**config.mk**
```make
export PLATFORM = sky130hd
export DESIGN_NAME = shift_unit_flat
export DESIGN_NICKNAME = d
export VERILOG_FILES = /design/src/rtl/shift_unit_if.sv /design/src/rtl/shift_unit.sv /design/src/flat_wrapper.sv
export SDC_FILE = /design/constraint.sdc
export NUM_CORES = 1
export LEC_CHECK = 0
export ABC_CLOCK_PERIOD_IN_PS = 3150
export CAP_MARGIN = 30
export CORE_UTILIZATION = 49
export CTS_CLUSTER_SIZE = 30
export DETAILED_ROUTE_END_ITERATION = 7
export PLACE_DENSITY = 0.86
export SYNTH_ARGS = -nofsm -noshare
export SYNTH_HDL_FRONTEND = slang
export SYNTH_SLANG_ARGS = --single-unit
```
**constraint.sdc**
```tcl
create_clock -name clk -period 3.15 [get_ports clk]
set_clock_uncertainty 0.15 [all_clocks]
set_input_delay 0.63 -clock clk [delete_from_list [all_inputs] [get_ports clk]]
set_output_delay 0.63 -clock clk [all_outputs]
set_load 0.005 [all_outputs]
```
**src/rtl/shift_unit_if.sv**
```systemverilog
// Handshake and data bundle for shift_unit.
// The consumer side (master) drives requests; the unit (slave) returns results.
interface shift_unit_if #(
  parameter int WIDTH = 32
);
  logic             in_valid;
  logic             in_ready;
  logic [1:0]       op;
  logic [WIDTH-1:0] a;
  logic [WIDTH-1:0] b;
  logic             flush;
  logic             out_valid;
  logic             out_ready;
  logic [WIDTH-1:0] out;
  logic             busy;

  modport master (
    output in_valid, op, a, b, flush, out_ready,
    input  in_ready, out_valid, out, busy
  );

  modport slave (
    input  in_valid, op, a, b, flush, out_ready,
    output in_ready, out_valid, out, busy
  );
endinterface

```
**src/rtl/shift_unit.sv**
```systemverilog
// Multi-cycle barrel-less shifter: moves up to STEP bits per BUSY cycle (SLL/SRL/SRA/ROR).
// Define SHIFT_UNIT_ROR_EN to build the rotate path; otherwise op 11 behaves as SRL.
module shift_unit #(
  parameter int WIDTH = 32,
  parameter int STEP  = 1
) (
  input  logic clk,
  input  logic rst_n,
  shift_unit_if.slave bus
);
  localparam int SW = $clog2(WIDTH);

  typedef enum logic [1:0] {IDLE, BUSY, DONE} state_t;

  state_t           r_state;
  state_t           w_next;
  logic [WIDTH-1:0] r_work;
  logic [WIDTH-1:0] w_shifted;
  logic [SW-1:0]    r_rem;
  logic [SW-1:0]    w_amt;
  logic [SW-1:0]    w_shamt;
  logic [1:0]       r_op;
  logic             w_accept;
  logic             w_unusedB;

  assign w_shamt   = bus.b[SW-1:0];
  assign w_unusedB = ^bus.b[WIDTH-1:SW];
  assign w_accept  = (r_state == IDLE) && bus.in_valid && !bus.flush;
  assign w_amt     = (r_rem < SW'(STEP)) ? r_rem : SW'(STEP);

`ifdef SHIFT_UNIT_ROR_EN
  logic [SW:0] w_rorBack;
  assign w_rorBack = (SW+1)'(WIDTH) - {1'b0, w_amt};
`endif

  // The working register keeps a's sign bit in place, so SRA can reuse its own MSB as fill.
  always_comb begin
    w_shifted = r_work >> w_amt;
    case (r_op)
      2'b00: w_shifted = r_work << w_amt;
      2'b10: w_shifted = $signed(r_work) >>> w_amt;
`ifdef SHIFT_UNIT_ROR_EN
      2'b11: w_shifted = (r_work >> w_amt) | (r_work << w_rorBack);
`endif
      default: ;
    endcase
  end

  always_ff @(posedge clk or negedge rst_n) begin
    if (!rst_n) begin
      r_state <= IDLE;
    end else begin
      r_state <= w_next;
    end
  end

  always_comb begin
    w_next = r_state;
    if (bus.flush) begin
      w_next = IDLE;
    end else begin
      case (r_state)
        IDLE: if (bus.in_valid) w_next = (w_shamt == '0) ? DONE : BUSY;
        BUSY: if (r_rem == w_amt) w_next = DONE;
        DONE: if (bus.out_ready) w_next = IDLE;
        default: w_next = IDLE;
      endcase
    end
  end

  always_ff @(posedge clk or negedge rst_n) begin
    if (!rst_n) begin
      r_work <= '0;
      r_rem  <= '0;
      r_op   <= 2'b00;
    end else if (bus.flush) begin
      r_work <= '0;
      r_rem  <= '0;
    end else if (w_accept) begin
      r_work <= bus.a;
      r_rem  <= w_shamt;
      r_op   <= bus.op;
    end else if (r_state == BUSY) begin
      r_work <= w_shifted;
      r_rem  <= r_rem - w_amt;
    end
  end

  assign bus.in_ready  = (r_state == IDLE);
  assign bus.out_valid = (r_state == DONE);
  assign bus.busy      = (r_state != IDLE);
  assign bus.out       = r_work;
endmodule
```
**src/flat_wrapper.sv**
```systemverilog
// flat-port wrapper written by rule: the top's interface ports become plain ports
module shift_unit_flat 
#(
  parameter int WIDTH = 32,
  parameter int STEP  = 1
)
  (clk, rst_n, bus_in_valid, bus_op, bus_a, bus_b, bus_flush, bus_out_ready, bus_in_ready, bus_out_valid, bus_out, bus_busy);
  shift_unit_if #(.WIDTH(WIDTH)) bus_i ();
  input  logic clk;
  input  logic rst_n;
  input wire logic [$bits(bus_i.in_valid)-1:0] bus_in_valid;
  input wire logic [$bits(bus_i.op)-1:0] bus_op;
  input wire logic [$bits(bus_i.a)-1:0] bus_a;
  input wire logic [$bits(bus_i.b)-1:0] bus_b;
  input wire logic [$bits(bus_i.flush)-1:0] bus_flush;
  input wire logic [$bits(bus_i.out_ready)-1:0] bus_out_ready;
  output wire logic [$bits(bus_i.in_ready)-1:0] bus_in_ready;
  output wire logic [$bits(bus_i.out_valid)-1:0] bus_out_valid;
  output wire logic [$bits(bus_i.out)-1:0] bus_out;
  output wire logic [$bits(bus_i.busy)-1:0] bus_busy;
  assign bus_i.in_valid = bus_in_valid;
  assign bus_i.op = bus_op;
  assign bus_i.a = bus_a;
  assign bus_i.b = bus_b;
  assign bus_i.flush = bus_flush;
  assign bus_i.out_ready = bus_out_ready;
  assign bus_in_ready = bus_i.in_ready;
  assign bus_out_valid = bus_i.out_valid;
  assign bus_out = bus_i.out;
  assign bus_busy = bus_i.busy;
  shift_unit #(.WIDTH(WIDTH), .STEP(STEP)) u_core (.clk(clk), .rst_n(rst_n), .bus(bus_i));
endmodule
```
==> flow_summary.toml <==
[clocking]
cts_resized = 0
cts_max_level = 2
path_clk_slew_ns = 0.08
ctsHoldBuffers = 0
cts_tree = "yes"
cts_buffer_depth = 2
cts.sinks = 41
post_cts_buffers = 0
cts_buffers = 5
clock_latency_ns = 0.30
cts-root-buf = "clkbuf_8"

[route]
drcViolationCount = 0
ant_nets = 0
drtIter0Drc = 211
drt_wl_total_um = 8180
wl_per_cell_um = 18.4
vias_per_cell = 6.15
firstDrtPassIters = 5
dr_total_vias = 2736

[power_and_ir_drop]
p_per_area_mw_per_mm2 = 1070
p_int_mw = 2.35
power_mw = 4.15
clkPwrFrac = 0.111
power.share.combinational = 0.639
switching_share = 0.435
p_leak_nw = 1.57
max-vdd-ir-drop_mv = 0.536
switching_power_mw = 1.81
power_frac_seq = 0.250

[critical_path]
worstReg2RegEnd = "u_core.bus.out[4]$_DFFE_PN0P_"
cp-start-kind = "register"
r2r-start = "u_core.r_rem[2]$_DFFE_PN0P_"
end_kind = "output port"
crit_type = "register to output port"
crit_arrival_ns = 1.73
required_ns = 2.37
r2r_slack_ns = 0.78
crit_fanout = 13
r2r_cells = 5

[cells_and_area]
fillerInstances = 436
stdcell_count = 445
antenna_cells = 0
drive_gt1_frac = 0.206
fin_area_mm2 = 0.00389
layout_common_cells = "77 x clkdlybuf4s50_1, 41 x dfrtp_1, 27 x nor2_1"
final_common_cell = "clkdlybuf4s50_1"
layout.nets = 445
area_delta_synth_final_pct = 31.6

[grt]
grt_max_degree = 42
grt_pass1_vias = 2704
grt_first_pass_wirelength_um = 13100
grt_antenna_before_repair = 0
track_usage = 0.269
grt-ovfl-total = 0

[synth]
synth.area.top_cells = "dfrtp_1 35%, mux2_2 8.4%, a211oi_2 7.6%"
ys.flop_type = "dfrtp_1"
syn_inst = 305
synth_warnings = 0
postSynthAreaPerCell_um2 = 9.70
synth_top_area_share = 0.347
yosys.cell_types.count = 49
synthesis.nets = 378
async_reset_ff_frac = 1.00
yosysTopAreaCell = "dfrtp_1"
syn-cell-area_mm2 = 0.00296
synth-edff-count = 0
synth_seq_area_share = 0.347
ys_seq_elements = 41

[sta]
worstMarginPinSlew_ns = 0.906
setup_viol = 0
tns_ns = 0
slew_violations = 0
fmaxAchievable_mhz = 399
slew_headroom = 0.394
fin_crit_ns = 2.51
hold_viol = 0
rsz0062_at_grt = "no"
timing.final.crit_share = 0.795

[placed_design]
post-dp-hpwl_um = 5310
dpl_cell_area_mm2 = 0.00375
place.gp.congestion = 0.827
placed_cells = 436
io_buffer_count = 78

[min_path]
hold_path_class = "input port to async pin"

[floorplanning]
die_h_um = 79.7
die_w_um = 79.7
initial_core_util = 0.521
core_mm2 = 0.00568
die-area_mm2 = 0.00635
io_pins = 106
rows = 27

[flow_run]
drv_cap = 0

[run_status]
outcome = "complete, no violations"
## routing by layer
metal  wire length [um]  part of all wire  global-route usage
met1               3360              0.41               0.348
met3                602             0.074              0.0389
met5                  0                 0                   0
met2               4080              0.50               0.453
met4                133             0.016              0.0945
## flip-flops by register name, indices dropped and copies added, names as in the netlist
name and cells:
u_core.r_op 2, u_core.r_state 2, u_core.r_rem 5, u_core.bus.out 32
## metrics by stage
step                      hold WS, ns  utilization  setup slack [ns]
after CTS                       0.348        0.683             0.639
after floorplan                 0.184            -              1.26
after global routing            0.146        0.686             0.411
after detailed placement        0.414        0.661             0.382
final                           0.137        0.686             0.645
after global placement          0.413        0.661             0.440
## how the worst max path moves through the flow
stage / to / slack [ns] / from
2_1_floorplan: u_core.bus.out[12]$_DFFE_PN0P_ / 1.26 / bus_flush
3_3_place_gp: u_core.bus.out[1]$_DFFE_PN0P_ / 0.44 / bus_in_valid
3_5_place_dp: u_core.bus.out[24]$_DFFE_PN0P_ / 0.38 / bus_in_valid
4_1_cts: bus_in_ready / 0.64 / u_core.r_state[0]$_DFFE_PN0P_
5_1_grt: u_core.bus.out[10]$_DFFE_PN0P_ / 0.41 / bus_in_valid
6_report: bus_in_ready / 0.64 / u_core.r_state[0]$_DFFE_PN0P_
## area by class of cell
type / instances / area [um2] / area share
Clock buffer: 6 / 82.6 / 0.0212
Clock inverter: 2 / 37.5 / 0.00964
Inverter: 5 / 18.8 / 0.00482
Multi-Input combinational cell: 230 / 1770 / 0.454
Sequential cell: 41 / 1030 / 0.263
Tap cell: 72 / 90.1 / 0.0231
Timing Repair Buffer: 89 / 871 / 0.224
## power by group through the flow
stage | sequential [mW] | clock (mW) | combinational, mW
floorplan | 0.943 | 0 | 1.97
global placement | 1.02 | 0 | 2.53
detailed placement | 1.03 | 0 | 2.61
CTS | 1.03 | 0.464 | 2.65
global route | 1.07 | 0.495 | 2.87
finish | 1.04 | 0.461 | 2.65
## synthesized netlist by cell type, drive strengths merged (2+ instances only)
| cell type | instances |
|---|---|
| buf | 20 |
| nor4b | 2 |
| nor2 | 29 |
| a31oi | 2 |
| mux2i | 13 |
| dfrtp | 41 |
| ha | 2 |
| o21ai | 19 |
| or4b | 2 |
| or2 | 2 |
| a211oi | 21 |
| nor2b | 3 |
| a22oi | 12 |
| inv | 5 |
| mux2 | 30 |
| a21oi | 22 |
| or3 | 19 |
| nor3b | 2 |
| o211ai | 18 |
| clkbuf | 9 |
| nand2 | 13 |
| nor3 | 3 |
## worst max-delay path, stage by stage, from the launching register on
cell and delay [ns]:
dfrtp_1 0.53, or2_2 0.35, inv_1 0.06, clkdlybuf4s50_1 0.49
## logic make-up after synthesis
| kind of cell | after synthesis | share of synthesized area |
|---|---|---|
| multiplexers | 43 | 0.158 |
| AND/OR/NAND/NOR | 79 | 0.143 |
| adder cells (fa/ha/maj) | 2 | 0.00846 |
| AO/OA/AOI/OAI | 106 | 0.284 |
| buffers and inverters | 34 | 0.0592 |
| flip-flops | 41 | 0.347 |
Note: power is estimated with default switching activity, not from simulation.
